### config.mk
export PLATFORM = sky130hd
export DESIGN_NAME = seg_scan_encoder
export DESIGN_NICKNAME = d
export VERILOG_FILES = /design/src/rtl/seg_scan_encoder.sv
export SDC_FILE = /design/constraint.sdc
export NUM_CORES = 1
export LEC_CHECK = 0
export ABC_AREA = 1
export CAP_MARGIN = 20
export CORE_MARGIN = 2
export CORE_UTILIZATION = 40
export CTS_CLUSTER_DIAMETER = 200
export DETAILED_ROUTE_END_ITERATION = 10
export DONT_BUFFER_PORTS = 1
export PLACE_DENSITY = 0.62
export SYNTH_ARGS = -nofsm -noshare
export SYNTH_HDL_FRONTEND = slang
export SYNTH_SLANG_ARGS = --single-unit
export TNS_END_PERCENT = 10
### constraint.sdc
create_clock -name clk -period 2.9 [get_ports clk]
set_input_delay 0.29 -clock clk [delete_from_list [all_inputs] [get_ports clk]]
set_output_delay 0.29 -clock clk [all_outputs]
set_load 0.1 [all_outputs]
### src/rtl/seg_scan_encoder.sv
// rtl/seg_scan_encoder.sv - recovers hex digits from a scanned active-low 7-segment bus
// Synchronize, qualify each digit by stability, check scan order, emit frames over valid/ready.
module seg_scan_encoder #(
  parameter int N_DIGITS    = 4,
  parameter int STABLE_CYC  = 8,
  parameter int SYNC_STAGES = 2
) (
  input  logic                  clk,
  input  logic                  rst,
  input  logic [6:0]            seg_n_in,
  input  logic [N_DIGITS-1:0]   an_n_in,
  output logic [4*N_DIGITS-1:0] frame_digits,
  output logic [N_DIGITS-1:0]   frame_invalid,
  output logic                  frame_valid,
  input  logic                  frame_ready,
  output logic                  seq_err,
  output logic                  overrun
);

  localparam int IW = (N_DIGITS > 1) ? $clog2(N_DIGITS) : 1;
  localparam int SW = N_DIGITS + 7;
  localparam int CW = $clog2(STABLE_CYC);

  typedef enum logic [0:0] {WAIT_FIRST, COLLECT} state_t;

  logic [SW-1:0] sync_q [SYNC_STAGES];
  logic [SW-1:0] samp;
  logic [SW-1:0] prev_q;
  logic [N_DIGITS-1:0] an_lo;
  logic eligible;
  logic same;
  logic strobe;
  logic [CW-1:0] cnt_q;

  logic [IW-1:0] samp_idx;
  logic [4:0] samp_dec;

  logic cap_vld_q;
  logic [IW-1:0] cap_idx_q;
  logic [3:0] cap_nib_q;
  logic cap_inv_q;

  state_t state_q, state_d;
  logic [IW-1:0] exp_q, exp_d;
  logic [4*N_DIGITS-1:0] part_q, part_d;
  logic [N_DIGITS-1:0] part_inv_q, part_inv_d;
  logic [4*N_DIGITS-1:0] merged;
  logic [N_DIGITS-1:0] merged_inv;
  logic done;
  logic seq_err_d;

  // Returns {invalid, nibble}; patterns are active-low with bit6=g.
  function automatic logic [4:0] seg_decode(input logic [6:0] s);
    logic [4:0] r;
    case (s)
      7'h40:   r = 5'h00;
      7'h79:   r = 5'h01;
      7'h24:   r = 5'h02;
      7'h30:   r = 5'h03;
      7'h19:   r = 5'h04;
      7'h12:   r = 5'h05;
      7'h02:   r = 5'h06;
      7'h78:   r = 5'h07;
      7'h00:   r = 5'h08;
      7'h10:   r = 5'h09;
      7'h08:   r = 5'h0A;
      7'h03:   r = 5'h0B;
      7'h46:   r = 5'h0C;
      7'h21:   r = 5'h0D;
      7'h06:   r = 5'h0E;
      7'h0E:   r = 5'h0F;
      default: r = 5'h10;
    endcase
    return r;
  endfunction

  always_ff @(posedge clk) begin
    if (rst) begin
      for (int i = 0; i < SYNC_STAGES; i++) sync_q[i] <= '1;
    end else begin
      sync_q[0] <= {an_n_in, seg_n_in};
      for (int i = 1; i < SYNC_STAGES; i++) sync_q[i] <= sync_q[i-1];
    end
  end

  assign samp     = sync_q[SYNC_STAGES-1];
  assign an_lo    = ~samp[SW-1:7];
  assign eligible = (an_lo != '0) && ((an_lo & (an_lo - 1'b1)) == '0);
  assign same     = (samp == prev_q);
  // Counter saturates one past the strobe value so a held digit captures only once.
  assign strobe   = eligible && same && (cnt_q == CW'(STABLE_CYC - 2));

  always_ff @(posedge clk) begin
    if (rst) begin
      prev_q <= '1;
      cnt_q  <= '0;
    end else begin
      prev_q <= samp;
      if (eligible && same) begin
        if (cnt_q != CW'(STABLE_CYC - 1)) cnt_q <= cnt_q + CW'(1);
      end else begin
        cnt_q <= '0;
      end
    end
  end

  always_comb begin
    samp_idx = '0;
    for (int k = 0; k < N_DIGITS; k++) begin
      if (an_lo[k]) samp_idx = IW'(k);
    end
  end

  assign samp_dec = seg_decode(samp[6:0]);

  // Nibbles are stored bit-reversed: bit 4k of the frame carries the nibble MSB.
  always_ff @(posedge clk) begin
    if (rst) begin
      cap_vld_q <= 1'b0;
      cap_idx_q <= '0;
      cap_nib_q <= '0;
      cap_inv_q <= 1'b0;
    end else begin
      cap_vld_q <= strobe;
      if (strobe) begin
        cap_idx_q <= samp_idx;
        cap_nib_q <= {samp_dec[0], samp_dec[1], samp_dec[2], samp_dec[3]};
        cap_inv_q <= samp_dec[4];
      end
    end
  end

  always_comb begin
    merged = part_q;
    merged_inv = part_inv_q;
    merged[4*int'(cap_idx_q) +: 4] = cap_nib_q;
    merged_inv[cap_idx_q] = cap_inv_q;
  end

  always_comb begin
    state_d    = state_q;
    exp_d      = exp_q;
    part_d     = part_q;
    part_inv_d = part_inv_q;
    done       = 1'b0;
    seq_err_d  = 1'b0;
    case (state_q)
      WAIT_FIRST: begin
        if (cap_vld_q && (cap_idx_q == '0)) begin
          part_d     = merged;
          part_inv_d = merged_inv;
          exp_d      = IW'(1);
          if (N_DIGITS == 1) done = 1'b1;
          else state_d = COLLECT;
        end
      end
      COLLECT: begin
        if (cap_vld_q) begin
          if (cap_idx_q == exp_q) begin
            part_d     = merged;
            part_inv_d = merged_inv;
            if (exp_q == IW'(N_DIGITS - 1)) begin
              done    = 1'b1;
              state_d = WAIT_FIRST;
            end else begin
              exp_d = exp_q + IW'(1);
            end
          end else begin
            seq_err_d = 1'b1;
            if (cap_idx_q == '0) begin
              part_d     = merged;
              part_inv_d = merged_inv;
              exp_d      = IW'(1);
            end else begin
              state_d = WAIT_FIRST;
            end
          end
        end
      end
      default: state_d = WAIT_FIRST;
    endcase
  end

  always_ff @(posedge clk) begin
    if (rst) begin
      state_q    <= WAIT_FIRST;
      exp_q      <= '0;
      part_q     <= '0;
      part_inv_q <= '0;
      seq_err    <= 1'b0;
    end else begin
      state_q    <= state_d;
      exp_q      <= exp_d;
      part_q     <= part_d;
      part_inv_q <= part_inv_d;
      seq_err    <= seq_err_d;
    end
  end

  // A completing frame is only dropped when the held one has not been taken this cycle.
  always_ff @(posedge clk) begin
    if (rst) begin
      frame_digits  <= '0;
      frame_invalid <= '0;
      frame_valid   <= 1'b0;
      overrun       <= 1'b0;
    end else begin
      overrun <= 1'b0;
      if (done) begin
        if (!frame_valid || frame_ready) begin
          frame_digits  <= merged;
          frame_invalid <= merged_inv;
          frame_valid   <= 1'b1;
        end else begin
          overrun <= 1'b1;
        end
      end else if (frame_valid && frame_ready) begin
        frame_valid <= 1'b0;
      end
    end
  end

endmodule

==> reports/results.env, run 1 <==
POST_ROUTE_CELLS_DRIVE_ABOVE_1_SHARE=0.0861
POST-ROUTE-MIN-PERIOD_NS=2.34
GP_CONGESTION=0.981
GLOBAL_ROUTE_WIRE_LENGTH_BEFORE_REPAIR_UM=15100
MAXSLEWHEADROOM=0.329
HOLD_VIOL=0
FLOORPLAN.CORE_AREA_UM2=9860
WORSTPATHCELLLIST='inv_1 > ha_1 > nand2_1 > nand2_2 > inv_1 > nor2_1 > nor2_1'
DETAIL_ROUTE.ITER0.VIOLATIONS=193
CHIPWIDTH_UM=105
VIAS=3458
LEAKAGEPOWER_nW=2.03
MAXSLEWVIOLCOUNT=0
GLOBALROUTE.TOTALOVERFLOW=0
NUM-FILL-CELLS=991
SYNTHTOPCELLSBYAREA='sky130_fd_sc_hd__dfxtp_1 44%, sky130_fd_sc_hd__nand2_1 12%, sky130_fd_sc_hd__nor2_1 9.6%, sky130_fd_sc_hd__inv_1 5.2%, sky130_fd_sc_hd__o21ai_0 4.4%'
TRANSITION_TIME_AT_THE_PIN_WITH_THE_LEAST_SLEW_MARGIN_NS=1.00
GRT_MAX_DEGREE=26
POST-CTS-SETUP-BUFFER-COUNT=0
CTS_ROOT_BUFFER='sky130_fd_sc_hd__clkbuf_8'
FIRST_PASS_ITERS=5
POWER_mW=2.14
MIN_PERIOD_OVER_PERIOD=0.806
TOTAL_GLOBAL_ROUTING_TRACK_UTILIZATION=0.166
GRT_ANTENNA_BEFORE_REPAIR=1
SYNTH-SEQ-AREA-SHARE=0.439
SYNTH.CELL_AREA_UM2=4110
AVG_WL_PER_CELL_UM=12.1
AREA_GROWTH_PCT=6.19
WORST_MIN_DELAY_PATH_CATEGORY='input port to flop'
YOSYSTOPAREACELL='sky130_fd_sc_hd__dfxtp_1'
WORST_PATH_LARGEST_CELL_DELAY_NS=0.60
MAPPEDNETLISTNETS=609
CELL_COUNT_AFTER_SYNTHESIS=584
DIE_AREA_UM2=11100
TIMING.HOLD.WORST_PATH_DEPTH=1
PLACE.PORT_BUFFERS=0
POWER.DENSITY_nW_PER_UM2=491
WORSTREGTOREGCELLS=7
H-TREE-DEPTH=3
RUN_STATUS='finished clean'
SYNTH_TOP_CELL_AREA_SHARE=0.439
DETAIL_ROUTE.DRC_VIOLATIONS=0
CORE.ROWCOUNT=36
SYNTH.AVG_CELL_AREA_UM2=7.03
SYNTH_REGISTER_BITS=90
KIND_OF_END_POINT_OF_THE_CRITICAL_PATH='flop'
GRT_SETUP_UNREPAIRED='no'
SYNTHDISTINCTLIBCELLS=28
SYNTH.MOST_COMMON_CELL='sky130_fd_sc_hd__nand2_1'
CTS_BUFFERS=9
SYNTH_COMMON_CELLS='136 x sky130_fd_sc_hd__nand2_1, 105 x sky130_fd_sc_hd__nor2_1, 90 x sky130_fd_sc_hd__dfxtp_1, 57 x sky130_fd_sc_hd__inv_1, 36 x sky130_fd_sc_hd__o21ai_0'
CLOCK_NET_SINK_COUNT=90
FINALSETUPVIOLATIONS=0
NETS=601
ASR_FLOP_RATIO_SYNTH=0
CRITPATHLAUNCHTYPE='flop'
DRV_CAP=0
NUM_ANTENNA_CELLS=0
DIE_HEIGHT_UM=105
WORST_IR_DROP_VDD_mV=0.193
CRIT_REQUIRED_NS=3.19
CTS.CLK_SLEW.WORST_PATHS_NS=0.10
PLACE.DETAILED.HPWL_UM=5950
SETUP_TNS_NS=0
CLOCK_INSERTION_DELAY_AT_THE_LATER_PIN_OF_THE_SKEW_REPORT_NS=0.36
WIRE_LENGTH_REPORTED_BY_THE_DETAILED_ROUTER_UM=8640
IOPINCOUNT=37
CLOCKBUFFERDEPTH=2
SYNTH_TOP_FLOP_CELL='sky130_fd_sc_hd__dfxtp_1'
ROUTE.DETAILED.VIAS_PER_INST=4.84
INITIAL_CORE_UTILIZATION=0.416
TRITONCTS_CLOCK_TREE='yes'
CRITPATHARRIVALTIME_NS=2.63
CLOCK.FMAX_GHz=0.428
TIMING.CRITICAL_PATH.FANOUT_MAX=24
NUMBER_OF_GLOBAL_ROUTE_VIAS_BEFORE_REPAIR=3183
YS_WARN_COUNT=0
SYNTH-EDFF-COUNT=0
FIN_SKEW_NS=0.0198
ANT_NETS=0
WORST_PATH_MAX_DELAY_CELL='sky130_fd_sc_hd__dfxtp_1'
WORSTSETUPPATHTYPE='flop to flop'
==> critical path, delay by kind of cell (launching register included) <==
kind | cells | cell delay (ns)
simple gates | 4 | 0.60
fa+ha+maj | 1 | 0.32
flops | 1 | 0.60
buf+inv | 2 | 0.73
==> where the power goes <==
group | switching (mW) | internal [mW]
sequential | 0.0141 | 1.25
combinational | 0.0552 | 0.0339
clock | 0.465 | 0.321
==> per-stage QoR <==
stage	cells	setup WS [ns]	hold slack (ns)	utilization	instance area (um^2)
2_1_floorplan	584	1.17	0.389	-	4110
3_3_place_gp	696	0.706	0.364	0.422	4160
3_5_place_dp	696	0.567	0.365	0.422	4160
4_1_cts	713	0.527	0.00428	0.441	4350
5_1_grt	714	0.275	0.000393	0.442	4360
6_report	714	0.562	0.0204	0.442	4360
==> per-layer routing <==
| metal | global-route usage | part of all wire | vias to the layer above |
|---|---|---|---|
| met4 | 0.0514 | 0.014 | 0 |
| met5 | 0 | 0 | - |
| met2 | 0.256 | 0.44 | 66 |
| met1 | 0.235 | 0.50 | 1561 |
| met3 | 0.0303 | 0.045 | 15 |
| li1 | - | - | 1816 |
==> flip-flops by register name (all words and copies together) (netlist names), 2 cells and up <==
register,flops
frame_digits,16
prev_q,11
part_inv_q,4
cnt_q,3
sync_q,22
part_q,16
cap_nib_q,4
exp_q,2
cap_idx_q,2
frame_invalid,4
==> layout make-up <==
cell class | instances | area (um^2) | share of cell area
sequential | 90 | 1800 | 0.413
clock buffer | 10 | 128 | 0.0293
multi-input combinational | 410 | 1940 | 0.445
timing repair buffer | 6 | 50.0 | 0.0115
tap | 133 | 166 | 0.0382
inverter | 59 | 221 | 0.0508
clock inverter | 6 | 51.3 | 0.0118
==> cell usage in the layout (no fill, tap or decap) <==
cell type                       instances
sky130_fd_sc_hd__a21oi_1               30
sky130_fd_sc_hd__buf_4                  4
sky130_fd_sc_hd__clkbuf_1               1
sky130_fd_sc_hd__clkbuf_8               9
sky130_fd_sc_hd__clkinv_4               4
sky130_fd_sc_hd__clkinvlp_4             1
sky130_fd_sc_hd__dfxtp_1               90
sky130_fd_sc_hd__dlygate4sd3_1          2
sky130_fd_sc_hd__ha_1                  11
sky130_fd_sc_hd__inv_1                 57
sky130_fd_sc_hd__inv_2                  2
sky130_fd_sc_hd__inv_6                  1
sky130_fd_sc_hd__mux2i_1                1
sky130_fd_sc_hd__nand2_1              136
sky130_fd_sc_hd__nand2_2                1
sky130_fd_sc_hd__nand3_1               35
sky130_fd_sc_hd__nand3_2                1
sky130_fd_sc_hd__nand4_1               12
sky130_fd_sc_hd__nand4_2                1
sky130_fd_sc_hd__nor2_1               105
sky130_fd_sc_hd__nor2_2                 2
sky130_fd_sc_hd__nor2_4                 1
sky130_fd_sc_hd__nor3_1                 4
sky130_fd_sc_hd__o21ai_0               36
sky130_fd_sc_hd__o21ai_1                1
sky130_fd_sc_hd__o22ai_1                4
sky130_fd_sc_hd__or2_2                 22
sky130_fd_sc_hd__xnor2_1                4
sky130_fd_sc_hd__xnor2_2                1
sky130_fd_sc_hd__xor2_1                 2
==> what timing repair did <==
item | 4_1_cts | 5_1_grt
hold endpoints to repair | 25 | 1
hold buffers | 1 | 1
resized for setup | 0 | 0
==> kinds of logic after synthesis <==
logic type	count (synthesis)	share of synthesized area
AND/OR/NAND/NOR	320	0.332
flip-flops	90	0.439
buffers and inverters	84	0.0884
AO/OA/AOI/OAI	71	0.0877
adder cells (fa/ha/maj)	11	0.0335
XOR/XNOR	7	0.0168
multiplexers	1	0.00244
==> worst paths after layout <==
kind / startpoint / endpoint / slack, ns
hold / removal: seg_n_in[6] / sync_q[0][6] / 0.02
hold reg to reg: sync_q[0][3] / sync_q[0][14] / 0.41
setup reg to reg: cap_idx_q[0] / part_q[12] / 0.56
setup / recovery: cap_idx_q[0] / part_q[12] / 0.56
No activity file was read; power rests on OpenSTA's default activity.
==> run 2, diff against run 1 <==
ABC_AREA = 0   (was 1)
clock period = 2.3 ns   (was 2.9 ns; I/O delays follow)
==> reports/results.env, run 2 <==
RUN_STATUS='finished clean'
CHIPWIDTH_UM=104
DETAIL_ROUTE.DRC_VIOLATIONS=0
MAPPEDNETLISTNETS=448
SYNTH-SEQ-AREA-SHARE=0.452
CLOCK_NET_SINK_COUNT=90
SYNTHDISTINCTLIBCELLS=47
CTS_BUFFERS=9
VIAS=2944
SYNTH_REGISTER_BITS=90
TIMING.CRITICAL_PATH.FANOUT_MAX=9
SYNTH_SIMPLE_GATE_AREA_FRAC=0.214
GLOBAL_ROUTE_WIRE_LENGTH_BEFORE_REPAIR_UM=13100
CRITPATHARRIVALTIME_NS=2.39
GRT.BUSIEST_LAYER='met2'
CRITICAL_PATH.REG2REG.STARTPOINT='cap_idx_q[0]'
HOLD_END='prev_q[4]'
BIGGEST_REGISTER='sync_q'
CRITPATHLAUNCHTYPE='flop'
NUMBER_OF_GLOBAL_ROUTE_VIAS_BEFORE_REPAIR=2823
MAXSLEWVIOLCOUNT=0
CTS_ROOT_BUFFER='sky130_fd_sc_hd__clkbuf_8'
WORSTPATHCELLLIST='inv_1 > ha_1 > nor3_1 > a21oi_1 > a211oi_1'
MOSTFREQUENTLAYOUTCELLS='90 x sky130_fd_sc_hd__dfxtp_1, 49 x sky130_fd_sc_hd__nor2_1, 32 x sky130_fd_sc_hd__or2_2, 31 x sky130_fd_sc_hd__a21oi_1, 31 x sky130_fd_sc_hd__buf_4'
GRT_ANTENNA_BEFORE_REPAIR=0
MAXSLEWHEADROOM=0.612
AREA_GROWTH_PCT=14.2
SYNTH-EDFF-COUNT=0
ANT_NETS=0
PLACE.DETAILED.HPWL_UM=4950
KIND_OF_END_POINT_OF_THE_CRITICAL_PATH='flop'
YOSYSTOPAREACELL='sky130_fd_sc_hd__dfxtp_1'
WORST_MIN_DELAY_PATH_CATEGORY='input port to flop'
TRITONCTS_CLOCK_TREE='yes'
SYNTH_COMMON_CELLS='90 x sky130_fd_sc_hd__dfxtp_1, 49 x sky130_fd_sc_hd__nor2_1, 32 x sky130_fd_sc_hd__or2_2, 31 x sky130_fd_sc_hd__a21oi_1, 24 x sky130_fd_sc_hd__nand2_1'
WORST_IR_DROP_VDD_mV=0.428
CORE.ROWCOUNT=36
PLACE.PORT_BUFFERS=0
SYNTH.CELL_AREA_UM2=3980
MIN_PERIOD_OVER_PERIOD=0.918
WORST_PATH_LARGEST_CELL_DELAY_NS=0.55
SYNTHTOPCELLSBYAREA='sky130_fd_sc_hd__dfxtp_1 45%, sky130_fd_sc_hd__a211oi_2 6.6%, sky130_fd_sc_hd__or2_2 5.0%, sky130_fd_sc_hd__nor2_1 4.6%, sky130_fd_sc_hd__a211oi_1 4.3%'
COMBINATIONAL_FAMILY_WITH_THE_MOST_AREA_AFTER_SYNTHESIS='simple AND/OR/NAND/NOR gates'
WORSTREGTOREGCELLS=5
H-TREE-DEPTH=3
DIE_AREA_UM2=10800
FIN_SKEW_NS=0.0107
IOPINCOUNT=37
GRT.MET1_USAGE=0.187
NUM-FILL-CELLS=946
SYNTH.AVG_CELL_AREA_UM2=9.42
WIRE_LENGTH_REPORTED_BY_THE_DETAILED_ROUTER_UM=7590
NUM_ANTENNA_CELLS=0
WORST-R2R-SETUP-SLACK_NS=0.19
BIGGESTREGSBYFLOPS='sync_q (22), frame_digits (16), part_q (16)'
POST-ROUTE-MIN-PERIOD_NS=2.11
CELL_COUNT_AFTER_SYNTHESIS=423
TOTAL_GLOBAL_ROUTING_TRACK_UTILIZATION=0.148
SYNTH.MOST_COMMON_CELL='sky130_fd_sc_hd__dfxtp_1'
GRT_MAX_DEGREE=82
POWER_mW=2.78
DRV_CAP=0
ASR_FLOP_RATIO_SYNTH=0
SYNTH-ADDER-AREA-SHARE=0.0346
CRIT_REQUIRED_NS=2.57
SYNTH_TOP_FLOP_CELL='sky130_fd_sc_hd__dfxtp_1'
CLOCK_INSERTION_DELAY_AT_THE_LATER_PIN_OF_THE_SKEW_REPORT_NS=0.36
AVG_WL_PER_CELL_UM=13.0
MET3_USAGE=0.0346
SYNTH_TOP_CELL_AREA_SHARE=0.452
LEAKAGEPOWER_nW=1.59
FIN_CELLS=583
MOST_COMMON_CELL_AFTER_LAYOUT_FILL_AND_TAPS_ASIDE='sky130_fd_sc_hd__dfxtp_1'
HOLD_VIOL=0
ROUTE.DETAILED.VIAS_PER_INST=5.05
INITIAL_CORE_UTILIZATION=0.409
SYNTH-XOR-AREA-SHARE=0.0330
POWER.DENSITY_nW_PER_UM2=612
TIMING.RR.END='part_q[0]'
HOLD_PATH_STARTPOINT='rst'
TIMING.HOLD.WORST_PATH_DEPTH=2
CLOCK.FMAX_GHz=0.474
NETS=471
DIE_HEIGHT_UM=104
GRT_SETUP_UNREPAIRED='no'
SETUP_TNS_NS=0
FLOORPLAN.CORE_AREA_UM2=9730
LARGEST_REGISTER_FFS=22
GP_CONGESTION=0.790
GR-USAGE-MET2=0.237
WORSTSETUPPATHTYPE='flop to flop'
POST_ROUTE_CELLS_DRIVE_ABOVE_1_SHARE=0.238
FINALSETUPVIOLATIONS=0
YS_WARN_COUNT=0
POST-CTS-SETUP-BUFFER-COUNT=0
CTS.CLK_SLEW.WORST_PATHS_NS=0.08
DP_CELLS=556
TRANSITION_TIME_AT_THE_PIN_WITH_THE_LEAST_SLEW_MARGIN_NS=0.581
GLOBALROUTE.TOTALOVERFLOW=0
DETAIL_ROUTE.ITER0.VIOLATIONS=164
FIRST_PASS_ITERS=4
SYNTH.MUX.AREA_FRACTION=0.0201
WORST_PATH_MAX_DELAY_CELL='sky130_fd_sc_hd__dfxtp_1'
CLOCKBUFFERDEPTH=2
SYNTH_COMPOUND_GATE_AREA_SHARE=0.193
==> run 2: cells by family after synthesis <==
kind of cell	count (synthesis)
AND/OR/NAND/NOR	164
AO/OA/AOI/OAI	97
flip-flops	90
buffers and inverters	38
XOR/XNOR	15
adder cells (fa/ha/maj)	11
multiplexers	8
==> run 2: what timing repair did <==
item	CTS	global route
resized for setup	0	1
hold buffers	12	0
endpoints found under the setup margin	0	1
endpoints found under the hold margin	81	0
==> run 2: layer usage <==
metal,routed length [um],vias up,share of wire
met4,156,0,0.021
met5,0,-,0
met2,3500,49,0.46
li1,-,1508,-
met3,273,12,0.036
met1,3670,1375,0.48
==> run 2: where the power goes <==
group / switching, mW / total (mW) / internal (mW) / leakage (nW)
clock: 0.560 / 1.06 / 0.499 / 0.0917
sequential: 0.0178 / 1.60 / 1.58 / 0.732
combinational: 0.0640 / 0.123 / 0.0595 / 0.769
total: 0.642 / 2.78 / 2.14 / 1.59
==> run 2: worst max path at each step <==
stage | start | endpoint | slack (ns)
after floorplan | frame_valid | frame_digits[10] | 0.39
after global placement | cap_idx_q[0] | part_q[2] | 0.37
after detailed placement | cap_idx_q[0] | part_q[1] | 0.19
after CTS | cap_idx_q[0] | part_q[7] | 0.19
after global routing | cap_idx_q[0] | part_q[2] | 0.02
final | cap_idx_q[0] | part_q[0] | 0.19
==> run 2: final cells by class <==
cell class / instances / area [um^2] / area share
Multi-Input combinational cell: 295 / 1980 / 0.434
Sequential cell: 90 / 1800 / 0.396
Timing Repair Buffer: 44 / 390 / 0.0858
Tap cell: 133 / 166 / 0.0366
Clock buffer: 9 / 124 / 0.0272
Clock inverter: 6 / 67.6 / 0.0149
Inverter: 6 / 22.5 / 0.00495
==> run 2: worst max-delay path: cells and delay by family, from the launching register on <==
| family | cells | cell delay [ns] |
|---|---|---|
| DFF | 1 | 0.55 |
| adders and majority gates | 1 | 0.37 |
| buffers and inverters | 1 | 0.19 |
| and+or+nand+nor | 1 | 0.48 |
| AOI/OAI and AO/OA | 2 | 0.45 |
==> run 2: stage by stage <==
stage | setup slack, ns | hold slack (ns) | utilization | cell area, um^2
after CTS | 0.194 | 0.0551 | 0.467 | 4540
after global routing | 0.0155 | 0.0835 | 0.467 | 4550
after floorplan | 0.385 | 0.334 | - | 3980
final | 0.189 | 0.0717 | 0.467 | 4550
after global placement | 0.371 | 0.310 | 0.433 | 4210
after detailed placement | 0.190 | 0.309 | 0.433 | 4210
